`config.mk`:
```
export PLATFORM = sky130hd
export DESIGN_NAME = cell_bank_ctrl
export DESIGN_NICKNAME = d
export VERILOG_FILES = /design/src/rtl/cell_bank_ctrl.sv
export SDC_FILE = /design/constraint.sdc
export NUM_CORES = 1
export LEC_CHECK = 0
export CAP_MARGIN = 20
export CORE_MARGIN = 10
export CORE_UTILIZATION = 46
export CTS_CLUSTER_DIAMETER = 120
export DETAILED_ROUTE_END_ITERATION = 10
export PLACE_DENSITY = 0.75
export SYNTH_ARGS = -nofsm -noshare
export SYNTH_HDL_FRONTEND = slang
export SYNTH_SLANG_ARGS = --single-unit
```
`constraint.sdc`:
```
create_clock -name clk -period 2.25 [get_ports clk]
set_clock_uncertainty 0.15 [all_clocks]
set_input_delay 0.675 -clock clk [delete_from_list [all_inputs] [get_ports clk]]
set_output_delay 0.675 -clock clk [all_outputs]
set_load 0.01 [all_outputs]
```
`src/rtl/cell_bank_ctrl.sv`:
```
// Ping-pong bank controller between a frame writer and cell_fetch.
// Tracks per-bank fill state and sequences one fetch pass per full bank.
module cell_bank_ctrl #(
    parameter int CELL_NUM = 1200,
    parameter int FCNT_W   = 16
) (
    input  logic              clk,
    input  logic              rst_n,
    input  logic              enable_i,
    input  logic              wr_frame_done_i,
    output logic              wr_bank_o,
    output logic              wr_bank_ready_o,
    output logic              fetch_start_o,
    output logic              rd_bank_o,
    input  logic              cell_valid_i,
    input  logic              cell_ready_i,
    output logic              busy_o,
    output logic [FCNT_W-1:0] frame_cnt_o,
    output logic              overflow_o
);

    localparam int CNT_W = (CELL_NUM > 1) ? $clog2(CELL_NUM) : 1;
    localparam logic [CNT_W-1:0] CNT_LAST = CNT_W'(CELL_NUM - 1);

    typedef enum logic [1:0] {
        IDLE  = 2'd0,
        START = 2'd1,
        BUSY  = 2'd2
    } state_t;

    state_t             state_q, state_d;
    logic [1:0]         full_q, full_d;
    logic               wr_bank_q, wr_bank_d;
    logic               rd_bank_q, rd_bank_d;
    logic [CNT_W-1:0]   cnt_q, cnt_d;
    logic [FCNT_W-1:0]  frame_cnt_q, frame_cnt_d;
    logic               overflow_q, overflow_d;

    logic hs;
    logic wr_accept;
    logic wr_reject;
    logic release_fr;

    always_comb begin
        hs         = cell_valid_i & cell_ready_i;
        // Write acceptance uses the pre-release fill state on purpose.
        wr_accept  = wr_frame_done_i & ~full_q[wr_bank_q];
        wr_reject  = wr_frame_done_i &  full_q[wr_bank_q];
        release_fr = (state_q == BUSY) & hs & (cnt_q == CNT_LAST);

        state_d     = state_q;
        cnt_d       = cnt_q;
        rd_bank_d   = rd_bank_q;
        frame_cnt_d = frame_cnt_q;

        unique case (state_q)
            IDLE: begin
                if (enable_i && full_q[rd_bank_q]) begin
                    state_d = START;
                    cnt_d   = '0;
                end
            end
            START: begin
                state_d = BUSY;
            end
            BUSY: begin
                if (hs) begin
                    if (cnt_q == CNT_LAST) begin
                        state_d     = IDLE;
                        cnt_d       = '0;
                        rd_bank_d   = ~rd_bank_q;
                        frame_cnt_d = frame_cnt_q + 1'b1;
                    end else begin
                        cnt_d = cnt_q + 1'b1;
                    end
                end
            end
            default: begin
                state_d = IDLE;
                cnt_d   = '0;
            end
        endcase

        full_d = full_q;
        if (release_fr) begin
            full_d[rd_bank_q] = 1'b0;
        end
        if (wr_accept) begin
            full_d[wr_bank_q] = 1'b1;
        end

        wr_bank_d  = wr_accept ? ~wr_bank_q : wr_bank_q;
        overflow_d = overflow_q | wr_reject;
    end

    always_ff @(posedge clk or negedge rst_n) begin
        if (!rst_n) begin
            state_q     <= IDLE;
            full_q      <= 2'b00;
            wr_bank_q   <= 1'b0;
            rd_bank_q   <= 1'b0;
            cnt_q       <= '0;
            frame_cnt_q <= '0;
            overflow_q  <= 1'b0;
        end else begin
            state_q     <= state_d;
            full_q      <= full_d;
            wr_bank_q   <= wr_bank_d;
            rd_bank_q   <= rd_bank_d;
            cnt_q       <= cnt_d;
            frame_cnt_q <= frame_cnt_d;
            overflow_q  <= overflow_d;
        end
    end

    assign wr_bank_o       = wr_bank_q;
    assign wr_bank_ready_o = ~full_q[wr_bank_q];
    assign fetch_start_o   = (state_q == START);
    assign rd_bank_o       = rd_bank_q;
    assign busy_o          = (state_q != IDLE);
    assign frame_cnt_o     = frame_cnt_q;
    assign overflow_o      = overflow_q;

endmodule

```
==> qor.csv <==
metric;value;unit
outcome;finished clean;
vias per cell;5.598;
number of routed nets with antenna violations;0;
crit share post-route;96.22;%
core occupancy in the finished layout;61.33;%
fraction of the mapped netlist area in simple logic gates;28.21;%
Post-synth EDFFs;0;
IO Port Bufs;27;
IO Pins;28;
PD cells;613.5;nW/um^2
post-CTS setup repair buffer count;0;
largest net degree at the start of global routing;35;
cell count after synthesis;170;
Compound-Gate Fraction of Synth Area;10.30;%
antenna violations before repair;0;
layout cells sized above 1;15.64;%
H-tree level count;2;
clock-pin slew on the worst setup and hold paths;0.07;ns
Crit Path Class;in -> reg;
CTS Buffer Depth;2;
share of the synthesized area in the top cell type;47.95;%
initial DRC count;55;
Post-synth top flop;dfrtp_1;
Placement Cell Area;2165;um^2
post-synthesis adder-cell area fraction;1.410;%
Syn-to-layout area delta;27.50;%
synthesized flop and latch total;34;
CTS tree;built;
DIE HEIGHT;82.11;um
Pins Over Slew Limit;0;
CTS buffer count;5;
Synth Area per Inst;10.44;um^2
syn_nets;178;
final hold vios;0;
dpl cells;251;
final setup fails;0;
crit-path max FO;9;
Leakage;1.044;nW
sequential-to-total area share from yosys stat;47.95;%
nets;218;
Root Driver;clkbuf_8;
Peak supply drop;0.4607;mV
critical path endpoint category;flop;
first drt pass iteration count;4;
asr flop ratio synth;100.0;%
Hold WC Path Type;reg -> reg;
DRC viols;0;
ranking of synthesized cells by area;dfrtp_1, xor2_1, a31oi_1, nand4_1, nand3_1;
Clock Latency Late Sink;0.29;ns
dpl ws;-0.2606;ns
Achievable Freq;461.9;MHz
area leader, netlist;dfrtp_1;
largest family of logic cells by synthesized area;simple AND/OR/NAND/NOR gates;
XOR/XNOR share of the synthesized area;7.405;%
first-pass GRT wire length;6.996;mm
synth unique cells;39;
area of the multi-input gates;879.6;um^2
hold slack final;0.3345;ns
die area;6741;um^2
Storage cell area;852.1;um^2
Core Region;3689;um^2
Max Cap Violations;0;
Required @ worst endpoint;2.28;ns
RePlAce Congestion;0.8408;
Worst Slack Setup Final;0.08507;ns
Final Cell Area;2262;um^2
total wire length;3.977;mm
clock sink count;34;
Worst-Margin Slew;0.7306;ns
Rows;22;
Final min period;2.165;ns
Cell Count, Final, Fillers Out;259;
Syn. warnings;0;
Slew HR;51.12;%
vias in the first global route;1478;
Die X;82.11;um
Wirelength per Cell;15.36;um
gr usage total;13.19;%
RSZ-0062 raised after global routing;no;
Inserted Diodes;0;
multiplexer area fraction after synthesis;1.763;%
starting density of the core;48.10;%
startpoint types;primary input;
dpl hpwl;2.943;mm
filler cell count;315;
grt ovf;0;
vias;1450;
Mapped Area;1774;um^2
CP arrival;2.19;ns
==> registers in the layout, summed over array words and instances, names as in the netlist <==
signal       cells
overflow_o       1
wr_bank_o        1
frame_cnt_o     16
rd_bank_o        1
full_q           2
cnt_q           11
state_q          2
==> path summary, 6_finish.rpt <==
kind                       depth (start not counted)         start              end  slack (ns)
min in group asynchronous                          2         rst_n  frame_cnt_o[11]        0.64
max in group asynchronous                          2         rst_n       state_q[0]        0.98
hold reg to reg                                    1    overflow_o       overflow_o        0.33
setup / recovery                                   5  cell_valid_i        full_q[0]        0.09
setup reg to reg                                   6      cnt_q[1]  frame_cnt_o[12]        0.17
hold / removal                                     1    overflow_o       overflow_o        0.33
==> layer usage <==
metal  routed length, um  vias to the layer above  track usage [%]  part of all wire, %
li1                    -                      707                -                    -
met1                1731                      699            15.36                   44
met2                1887                       39            22.10                   47
met3                 309                        5            4.860                  7.8
met4                  49                        0            4.252                  1.2
met5                   0                        -                0                    0
==> cells in the mapped netlist (4+ instances only) <==
| master | count |
|---|---|
| dfrtp_1 | 34 |
| nand4_1 | 10 |
| nand2_1 | 14 |
| and2_1 | 4 |
| xor2_1 | 9 |
| a31oi_1 | 11 |
| nand3_1 | 12 |
| a21oi_1 | 4 |
| nor2_1 | 6 |
| nor3_2 | 6 |
| xnor2_1 | 6 |
| inv_1 | 6 |
| and3_1 | 6 |
==> metrics by stage <==
stage	total power [mW]	setup TNS (ns)
2_1_floorplan	0.8462	0
3_3_place_gp	0.9254	-1.627
3_5_place_dp	0.9370	-2.180
4_1_cts	1.402	0
5_1_grt	1.464	0
6_report	1.388	0
==> area by class of cell <==
cell class              count  share of cell area, %
clock buffers               7                  3.816
clock inverters             1                 0.2212
inverters                   6                 0.9956
multi-input cells         124                  38.88
flip-flops and latches     34                  37.67
well taps                  48                  2.655
repair buffers             39                  15.76
==> power by group <==
group          internal (mW)  total (mW)  switching, mW  leakage [nW]
combinational         0.0950       0.191         0.0955         0.566
clock                  0.247       0.464          0.217        0.0482
sequential             0.665       0.734         0.0683         0.430
total                   1.01        1.39          0.381          1.04
==> cells by family after synthesis <==
logic type | after synthesis
AOI/OAI and AO/OA | 28
xor gates and xnor gates | 15
DFF | 34
adders and majority gates | 2
and+or+nand+nor | 76
muxes | 3
buffers and inverters | 12
==> worst max-delay path, cell delays in order <==
cell	delay, ns
clkdlybuf4s50_1	0.50
nand4b_1	0.19
buf_4	0.23
or3_1	0.36
a22o_1	0.23
==> repair_timing <==
action,CTS,global route
cloned,0,0
setup endpoints to repair,3,4
hold buffers,0,0
pin swaps,0,2
resized for setup,4,1
==> layout by cell type (no fill, tap or decap), drive strengths merged <==
cell type      instances
o31a                   2
mux2i                  2
buf                   12
nand4                 11
dfrtp                 34
nand3b                 3
a31oi                 11
or2                    1
clkbuf                 7
or3b                   1
a41oi                  1
nand2b                 1
o22ai                  2
ha                     2
nor2b                  2
or3                    2
xor2                   9
nand2                 14
mux2                   1
xnor2                  6
a21oi                  4
o21ai                  3
and2                   4
dlygate4sd2            3
nor4                   4
o21a                   1
o21bai                 2
nor3                   6
and4                   2
nor2                   6
inv                    6
nand4b                 1
and3                   6
clkdlybuf4s50         24
clkinv                 1
nand3                 12
o221ai                 1
a22o                   1
Note: power is estimated with default switching activity, not from simulation.
